==> src/rtl/fifo_acc_pkg.sv <==
// Shared types and sizing helpers for the multichannel FIFO accumulator and its reader.
package fifo_acc_pkg;

    localparam int DEF_CHANNEL_WIDTH = 32;

    typedef logic [DEF_CHANNEL_WIDTH-1:0] ch_word_t;

    typedef enum logic [1:0] {
        IDLE         = 2'd0,
        READ         = 2'd1,
        DRAIN        = 2'd2,
        WAIT_RELEASE = 2'd3
    } rd_state_t;

    function automatic int ch_id_w(input int channels);
        return (channels > 1) ? $clog2(channels) : 1;
    endfunction

    // One extra bit so the counter can represent CHANNEL_DEPTH itself.
    function automatic int wc_w(input int depth);
        return $clog2(depth) + 1;
    endfunction

endpackage

==> src/rtl/fifo_acc_reader_if.sv <==
// Accumulator read port plus the serialized output stream of the reader.
interface fifo_acc_reader_if #(
    parameter int CHANNELS_CNT  = 5,
    parameter int CHANNEL_WIDTH = 32
);
    localparam int CH_ID_W = fifo_acc_pkg::ch_id_w(CHANNELS_CNT);

    logic [CHANNELS_CNT-1:0]                    i_empty_channels;
    logic [CHANNELS_CNT-1:0]                    i_empty_next_channels;
    logic [CHANNELS_CNT-1:0][CHANNEL_WIDTH-1:0] i_rd_data_channels;
    logic [CHANNELS_CNT-1:0]                    o_rd_en_channels;
    logic [CHANNEL_WIDTH-1:0]                   o_tdata;
    logic [CH_ID_W-1:0]                         o_tuser;
    logic                                       o_tlast;
    logic                                       o_tvalid;
    logic                                       i_tready;

    modport master (
        input  i_empty_channels, i_empty_next_channels, i_rd_data_channels, i_tready,
        output o_rd_en_channels, o_tdata, o_tuser, o_tlast, o_tvalid
    );

    modport slave (
        output i_empty_channels, i_empty_next_channels, i_rd_data_channels, i_tready,
        input  o_rd_en_channels, o_tdata, o_tuser, o_tlast, o_tvalid
    );

endinterface

==> src/rtl/fifo_acc_reader_stream_out_reg.sv <==
// Single-entry valid/ready output stage; load->tvalid in 1 cycle.
// Holds data/user/last while tvalid && !tready; o_free says a load may be accepted this cycle.
module stream_out_reg #(
    parameter int DATA_W = 32,
    parameter int USER_W = 1
) (
    input  logic              clk,
    input  logic              i_rst,
    input  logic              i_load,
    input  logic [DATA_W-1:0] i_data,
    input  logic [USER_W-1:0] i_user,
    input  logic              i_last,
    input  logic              i_tready,
    output logic              o_free,
    output logic [DATA_W-1:0] o_tdata,
    output logic [USER_W-1:0] o_tuser,
    output logic              o_tlast,
    output logic              o_tvalid
);

    logic [DATA_W-1:0] tdata_q, tdata_d;
    logic [USER_W-1:0] tuser_q, tuser_d;
    logic              tlast_q, tlast_d;
    logic              tvalid_q, tvalid_d;

    always_comb begin
        tdata_d  = tdata_q;
        tuser_d  = tuser_q;
        tlast_d  = tlast_q;
        tvalid_d = tvalid_q;
        if (i_load) begin
            tdata_d  = i_data;
            tuser_d  = i_user;
            tlast_d  = i_last;
            tvalid_d = 1'b1;
        end else if (i_tready) begin
            tvalid_d = 1'b0;
        end
    end

    always_ff @(posedge clk) begin
        if (i_rst) begin
            tdata_q  <= '0;
            tuser_q  <= '0;
            tlast_q  <= 1'b0;
            tvalid_q <= 1'b0;
        end else begin
            tdata_q  <= tdata_d;
            tuser_q  <= tuser_d;
            tlast_q  <= tlast_d;
            tvalid_q <= tvalid_d;
        end
    end

    assign o_free   = !tvalid_q || i_tready;
    assign o_tdata  = tdata_q;
    assign o_tuser  = tuser_q;
    assign o_tlast  = tlast_q;
    assign o_tvalid = tvalid_q;

endmodule

==> src/rtl/fifo_acc_reader.sv <==
// Drains accumulator channels 0..N-1 in order onto one tagged stream; pop->tvalid in 1 cycle.
// Pops only when the output stage is free, so i_tready low stalls the FIFOs with no word lost.
module fifo_acc_reader
    import fifo_acc_pkg::*;
#(
    parameter int CHANNEL_WIDTH   = 32,
    parameter int CHANNEL_DEPTH   = 1024,
    parameter int CHANNELS_CNT    = 5,
    parameter int FRAME_CNT_WIDTH = 16
) (
    input  logic                       clk,
    input  logic                       i_rst,
    input  logic                       i_acc_valid,
    fifo_acc_reader_if.master          bus,
    output logic                       o_busy,
    output logic                       o_frame_done,
    output logic [FRAME_CNT_WIDTH-1:0] o_frame_cnt,
    output logic                       o_short_err
);

    localparam int CH_ID_W = ch_id_w(CHANNELS_CNT);
    localparam int WC_W    = wc_w(CHANNEL_DEPTH);
    localparam logic [WC_W-1:0]    WC_LAST = WC_W'(CHANNEL_DEPTH - 1);
    localparam logic [WC_W-1:0]    WC_FULL = WC_W'(CHANNEL_DEPTH);
    localparam logic [CH_ID_W-1:0] K_LAST  = CH_ID_W'(CHANNELS_CNT - 1);

    rd_state_t                state_q, state_d;
    logic [CH_ID_W-1:0]       k_q, k_d;
    logic [WC_W-1:0]          wc_q, wc_d, wc_inc;
    logic                     short_err_q, short_err_d;
    logic                     frame_done_q, frame_done_d;
    logic [FRAME_CNT_WIDTH-1:0] frame_cnt_q, frame_cnt_d;
    logic [CHANNELS_CNT-1:0]  rd_en;
    logic                     free, pop, head_last, chan_end;

    always_ff @(posedge clk) begin
        if (i_rst) state_q <= IDLE;
        else       state_q <= state_d;
    end

    always_comb begin
        state_d = state_q;
        unique case (state_q)
            IDLE:         if (i_acc_valid) state_d = READ;
            READ:         if (chan_end && (k_q == K_LAST)) state_d = DRAIN;
            DRAIN:        if (free) state_d = WAIT_RELEASE;
            WAIT_RELEASE: if (!i_acc_valid) state_d = IDLE;
            default:      state_d = IDLE;
        endcase
    end

    // Pop is gated by reset so a mid-frame reset never steals a word from the FIFO.
    always_comb begin
        pop       = (state_q == READ) && free && !bus.i_empty_channels[k_q] && !i_rst;
        head_last = (wc_q == WC_LAST) || bus.i_empty_next_channels[k_q];
        chan_end  = (state_q == READ) && (pop ? head_last : bus.i_empty_channels[k_q]);
        wc_inc    = wc_q + WC_W'(pop);
        rd_en        = '0;
        rd_en[k_q]   = pop;

        k_d          = k_q;
        wc_d         = wc_q;
        short_err_d  = short_err_q;
        frame_done_d = 1'b0;
        frame_cnt_d  = frame_cnt_q;
        unique case (state_q)
            IDLE: begin
                if (i_acc_valid) begin
                    k_d         = '0;
                    wc_d        = '0;
                    short_err_d = 1'b0;
                end
            end
            READ: begin
                wc_d = wc_inc;
                if (chan_end) begin
                    if (wc_inc < WC_FULL) short_err_d = 1'b1;
                    wc_d = '0;
                    if (k_q != K_LAST) k_d = k_q + CH_ID_W'(1);
                end
            end
            DRAIN: begin
                if (free) begin
                    frame_done_d = 1'b1;
                    frame_cnt_d  = frame_cnt_q + FRAME_CNT_WIDTH'(1);
                end
            end
            default: ;
        endcase
    end

    always_ff @(posedge clk) begin
        if (i_rst) begin
            k_q          <= '0;
            wc_q         <= '0;
            short_err_q  <= 1'b0;
            frame_done_q <= 1'b0;
            frame_cnt_q  <= '0;
        end else begin
            k_q          <= k_d;
            wc_q         <= wc_d;
            short_err_q  <= short_err_d;
            frame_done_q <= frame_done_d;
            frame_cnt_q  <= frame_cnt_d;
        end
    end

    stream_out_reg #(
        .DATA_W (CHANNEL_WIDTH),
        .USER_W (CH_ID_W)
    ) u_out (
        .clk      (clk),
        .i_rst    (i_rst),
        .i_load   (pop),
        .i_data   (bus.i_rd_data_channels[k_q]),
        .i_user   (k_q),
        .i_last   (head_last),
        .i_tready (bus.i_tready),
        .o_free   (free),
        .o_tdata  (bus.o_tdata),
        .o_tuser  (bus.o_tuser),
        .o_tlast  (bus.o_tlast),
        .o_tvalid (bus.o_tvalid)
    );

    assign bus.o_rd_en_channels = rd_en;
    assign o_busy       = (state_q != IDLE);
    assign o_frame_done = frame_done_q;
    assign o_frame_cnt  = frame_cnt_q;
    assign o_short_err  = short_err_q;

endmodule

==> src/flat_wrapper.sv <==
// flat-port wrapper written by rule: the top's interface ports become plain ports
module fifo_acc_reader_flat import fifo_acc_pkg::*;
#(
    parameter int CHANNEL_WIDTH   = 32,
    parameter int CHANNEL_DEPTH   = 1024,
    parameter int CHANNELS_CNT    = 5,
    parameter int FRAME_CNT_WIDTH = 16
)
  (clk, i_rst, i_acc_valid, o_busy, o_frame_done, o_frame_cnt, o_short_err, bus_i_empty_channels, bus_i_empty_next_channels, bus_i_rd_data_channels, bus_i_tready, bus_o_rd_en_channels, bus_o_tdata, bus_o_tuser, bus_o_tlast, bus_o_tvalid);
  fifo_acc_reader_if #(.CHANNELS_CNT(CHANNELS_CNT), .CHANNEL_WIDTH(CHANNEL_WIDTH)) bus_i ();
  input  logic clk;
  input  logic i_rst;
  input  logic i_acc_valid;
  output logic o_busy;
  output logic o_frame_done;
  output logic [FRAME_CNT_WIDTH-1:0] o_frame_cnt;
  output logic o_short_err;
  input wire logic [$bits(bus_i.i_empty_channels)-1:0] bus_i_empty_channels;
  input wire logic [$bits(bus_i.i_empty_next_channels)-1:0] bus_i_empty_next_channels;
  input wire logic [$bits(bus_i.i_rd_data_channels)-1:0] bus_i_rd_data_channels;
  input wire logic [$bits(bus_i.i_tready)-1:0] bus_i_tready;
  output wire logic [$bits(bus_i.o_rd_en_channels)-1:0] bus_o_rd_en_channels;
  output wire logic [$bits(bus_i.o_tdata)-1:0] bus_o_tdata;
  output wire logic [$bits(bus_i.o_tuser)-1:0] bus_o_tuser;
  output wire logic [$bits(bus_i.o_tlast)-1:0] bus_o_tlast;
  output wire logic [$bits(bus_i.o_tvalid)-1:0] bus_o_tvalid;
  assign bus_i.i_empty_channels = bus_i_empty_channels;
  assign bus_i.i_empty_next_channels = bus_i_empty_next_channels;
  assign bus_i.i_rd_data_channels = bus_i_rd_data_channels;
  assign bus_i.i_tready = bus_i_tready;
  assign bus_o_rd_en_channels = bus_i.o_rd_en_channels;
  assign bus_o_tdata = bus_i.o_tdata;
  assign bus_o_tuser = bus_i.o_tuser;
  assign bus_o_tlast = bus_i.o_tlast;
  assign bus_o_tvalid = bus_i.o_tvalid;
  fifo_acc_reader #(.CHANNEL_WIDTH(CHANNEL_WIDTH), .CHANNEL_DEPTH(CHANNEL_DEPTH), .CHANNELS_CNT(CHANNELS_CNT), .FRAME_CNT_WIDTH(FRAME_CNT_WIDTH)) u_core (.clk(clk), .i_rst(i_rst), .i_acc_valid(i_acc_valid), .bus(bus_i), .o_busy(o_busy), .o_frame_done(o_frame_done), .o_frame_cnt(o_frame_cnt), .o_short_err(o_short_err));
endmodule
==> config.mk <==
export PLATFORM = sky130hd
export DESIGN_NAME = fifo_acc_reader_flat
export DESIGN_NICKNAME = d
export VERILOG_FILES = /design/src/rtl/fifo_acc_pkg.sv /design/src/rtl/fifo_acc_reader_if.sv /design/src/rtl/fifo_acc_reader_stream_out_reg.sv /design/src/rtl/fifo_acc_reader.sv /design/src/flat_wrapper.sv
export SDC_FILE = /design/constraint.sdc
export NUM_CORES = 1
export LEC_CHECK = 0
export ABC_AREA = 1
export ABC_CLOCK_PERIOD_IN_PS = 2300
export BUFFER_PORTS_ARGS = -buffer_cell sky130_fd_sc_hd__clkbuf_2
export CORE_ASPECT_RATIO = 1.1
export CORE_MARGIN = 4
export CORE_UTILIZATION = 30
export CTS_CLUSTER_SIZE = 16
export DETAILED_ROUTE_END_ITERATION = 10
export GPL_TIMING_DRIVEN = 0
export PLACE_DENSITY = 0.57
export SLEW_MARGIN = 30
export SYNTH_ARGS = -nofsm -noshare
export SYNTH_HDL_FRONTEND = slang
export SYNTH_SLANG_ARGS = --single-unit
==> constraint.sdc <==
create_clock -name clk -period 2.3 [get_ports clk]
set_clock_uncertainty 0.2 [all_clocks]
set_input_delay 0.46 -clock clk [delete_from_list [all_inputs] [get_ports clk]]
set_output_delay 0.46 -clock clk [all_outputs]
set_load 0.02 [all_outputs]
==> results.yml <==
sta:
  setup_viol: 0
  fin_crit_ns: 2.283
  setup_slack_ns: 0.01745
  tightest_slew_ns: 0.5875
  post-route-period-util: 0.9924
  slew_headroom: 0.6083
  finalMaxSlewViolations: 0
  fmax_mhz: 438.1
  rsz0062_at_grt: "yes"
  hold_violations: 0
  worst_hold_slack_ns: 0.1267
die:
  core_area_um2: 14390
  start_util: 0.3053
  dieArea_um2: 16650
  die_h_um: 134.9
  die_w_um: 123.4
  ios: 235
  rows: 46
place:
  dp_slack_ns: -0.4608
  routabilityCongestion: 0.8307
  dp_hpwl_mm: 14.46
  numPortBuffers: 234
finish:
  final_nets: 1098
  final_util: 0.4490
  n_antenna_cell: 0
  syn2layout_area_growth_pct: 47.05
  layout_common_cells: "clkbuf_2, nor2_1, o21ai_0"
  drive_gt1_frac: 0.3696
  final_common_cell: "clkbuf_2"
clocking:
  htree_levels: 3
  cts_root_buf: "clkbuf_16"
  clkTransAtPathRegs_ns: 0.06
  clockBufferDepth: 2
  numCtsBuffers: 9
  clk_latency_ns: 0.33
  cts.sinks: 71
  cts_tree: "done"
global_route:
  grt_antenna_before_repair: 0
  grt_max_degree: 20
  grt_pass1_wl_mm: 28.01
  grt.overflow.total: 0
  grt_pass1_vias: 5412
  grt_usage: 0.2151
pwr:
  leakage_nw: 2.936
  vdd_drop_max_uv: 360.1
  p_per_area_nw_per_um2: 840.5
synth:
  yosys.cell_types.count: 39
  synth_seq_cells: 71
  ys_dominant_reg_cell: "dfxtp_1"
  synth_top_area_share: 0.3236
  synth_area_leaders: "dfxtp_1, nor2_1, o21ai_0"
  ys_async_sr_fraction: 0
  synth_edf_count: 0
  yosys.area.top_type: "dfxtp_1"
  synthesis.nets: 839
  avgSynthCellArea_um2: 6.697
  netlist_area_um2: 4393
  yosysWarnings: 0
  seq_area_frac_synth: 0.3236
  syn_inst: 656
worst_setup_path:
  worstSetupStartpointType: "register"
  ff2ff_setup_slack_ns: 0.02
  timing.rr.end: "u_core.wc_q[10]$_SDFFE_PP0P_"
  r2r_cells: 13
  crit_required_ns: 1.64
  crit_fanout: 7
  r2r-start: "u_core.k_q[2]$_SDFFE_PP0P_"
  end_kind: "output pin"
  crit_arrival_ns: 1.62
  cp-startpoint: "u_core.k_q[0]$_SDFFE_PP0P_"
  timing.setup.critical_path_class: "reg -> out"
hold_path:
  worstHoldEndpoint: "u_core.u_out.o_tuser[0]$_SDFFE_PP0P_"
  min_from: "i_rst"
  holdPathStages: 2
  hp-class: "in -> reg"
drt:
  routedWlPerCell_um: 16.64
  drtIter0Drc: 253
  drtPass1Iterations: 5
  drc: 0
  vias_per_cell: 4.953
  wl_mm: 18.50
  final_antenna_net_count: 0
  num_vias: 5508
job:
  cap_viol_max_count: 0
outcome:
  status: "finished clean"
## worst max-delay path by stage
stage | end | depth (start not counted) | slack, ns
2_1_floorplan | u_core.wc_q[10]$_SDFFE_PP0P_ | 13 | 0.02
3_3_place_gp | u_core.wc_q[10]$_SDFFE_PP0P_ | 14 | -0.44
3_5_place_dp | u_core.wc_q[7]$_SDFFE_PP0P_ | 12 | -0.46
4_1_cts | bus_o_rd_en_channels[0] | 9 | -0.04
5_1_grt | u_core.wc_q[10]$_SDFFE_PP0P_ | 13 | -0.07
6_report | bus_o_rd_en_channels[1] | 9 | 0.02
## metrics by stage
| stage | cells | power, mW | instance area, µm² | setup TNS, ns |
|---|---|---|---|---|
| global route | 1112 | 5.807 | 6460 | -0.5291 |
| global placement | 1082 | 3.811 | 5827 | -3.271 |
| detailed placement | 1082 | 3.820 | 5827 | -3.544 |
| finish | 1112 | 5.430 | 6460 | 0 |
| floorplan | 656 | 3.022 | 4415 | 0 |
| CTS | 1108 | 5.403 | 6375 | -0.03759 |
## Yosys cell counts (2+ instances only)
| cell | count |
|---|---|
| a31oi_1 | 2 |
| nor3_2 | 6 |
| nor2_2 | 3 |
| nor2_1 | 165 |
| a211oi_1 | 2 |
| o21ai_0 | 110 |
| nand2_4 | 2 |
| nand3_1 | 15 |
| a21oi_1 | 23 |
| ha_1 | 9 |
| nand4_1 | 40 |
| inv_1 | 39 |
| nor3b_1 | 3 |
| a41oi_1 | 32 |
| xor2_1 | 4 |
| nand2_1 | 43 |
| nor3_1 | 11 |
| nand2_2 | 4 |
| dfxtp_1 | 71 |
| o21ai_1 | 5 |
| nor4_1 | 3 |
| buf_2 | 15 |
| clkbuf_1 | 30 |
| clkinv_1 | 3 |
| xnor2_1 | 2 |
## power breakdown
part	internal, mW	switching, mW	total [mW]
Sequential	1.43	0.133	1.56
Clock	0.846	0.568	1.41
Combinational	0.847	1.61	2.45
Total	3.12	2.31	5.43
## state kept, by name, indices dropped and copies added, names as in the netlist
register,flops
u_core.u_out.o_tdata,32
u_core.k_q,3
u_core.o_short_err,1
u_core.u_out.o_tuser,3
u_core.o_frame_done,1
u_core.o_frame_cnt,16
u_core.state_q,2
u_core.u_out.o_tvalid,1
u_core.wc_q,11
u_core.u_out.o_tlast,1
## cells by family (layout without fill, tap and decap cells)
family                     after synthesis  in the layout  share of synthesized area
xor gates and xnor gates                 6              6                    0.01196
buffers and inverters                   92            356                    0.08886
DFF                                     71             71                     0.3236
adders and majority gates                9              9                    0.02563
and+or+nand+nor                        302            302                     0.3187
AOI/OAI and AO/OA                      176            176                     0.2313
## final cells by class
| class | count | area (µm²) |
|---|---|---|
| inverters | 44 | 177.7 |
| flip-flops and latches | 71 | 1428 |
| well taps | 192 | 240.2 |
| multi-input cells | 493 | 2759 |
| fillers | 1554 | 7929 |
| repair buffers | 250 | 1311 |
| clock inverters | 6 | 68.82 |
| clock buffers | 10 | 229.0 |
| plain buffers | 46 | 246.5 |
## metal layers
layer	vias to the layer above	wire, µm	share of wire	GRT usage
met1	2480	7512	0.41	0.2571
li1	2794	-	-	-
met5	-	0	0	0
met2	197	8775	0.47	0.3642
met4	0	600	0.032	0.08369
met3	37	1610	0.087	0.05865
## worst max-delay path, stage by stage (launching register included)
cell and delay (ns):
dfxtp_2 0.32, buf_6 0.13, inv_8 0.06, nand2_2 0.04
nand3_2 0.08, nand3_4 0.10, nor2_4 0.19, inv_4 0.09
nor3_2 0.11, buf_4 0.17
## repair_timing
item / in CTS / in global routing
setup buffers: 12 / 4
gates resized for setup: 47 / 19
hold buffers: 0 / 0
setup endpoints to repair: 16 / 22
pin swaps: 6 / 4
No activity file was read; power rests on OpenSTA's default activity.
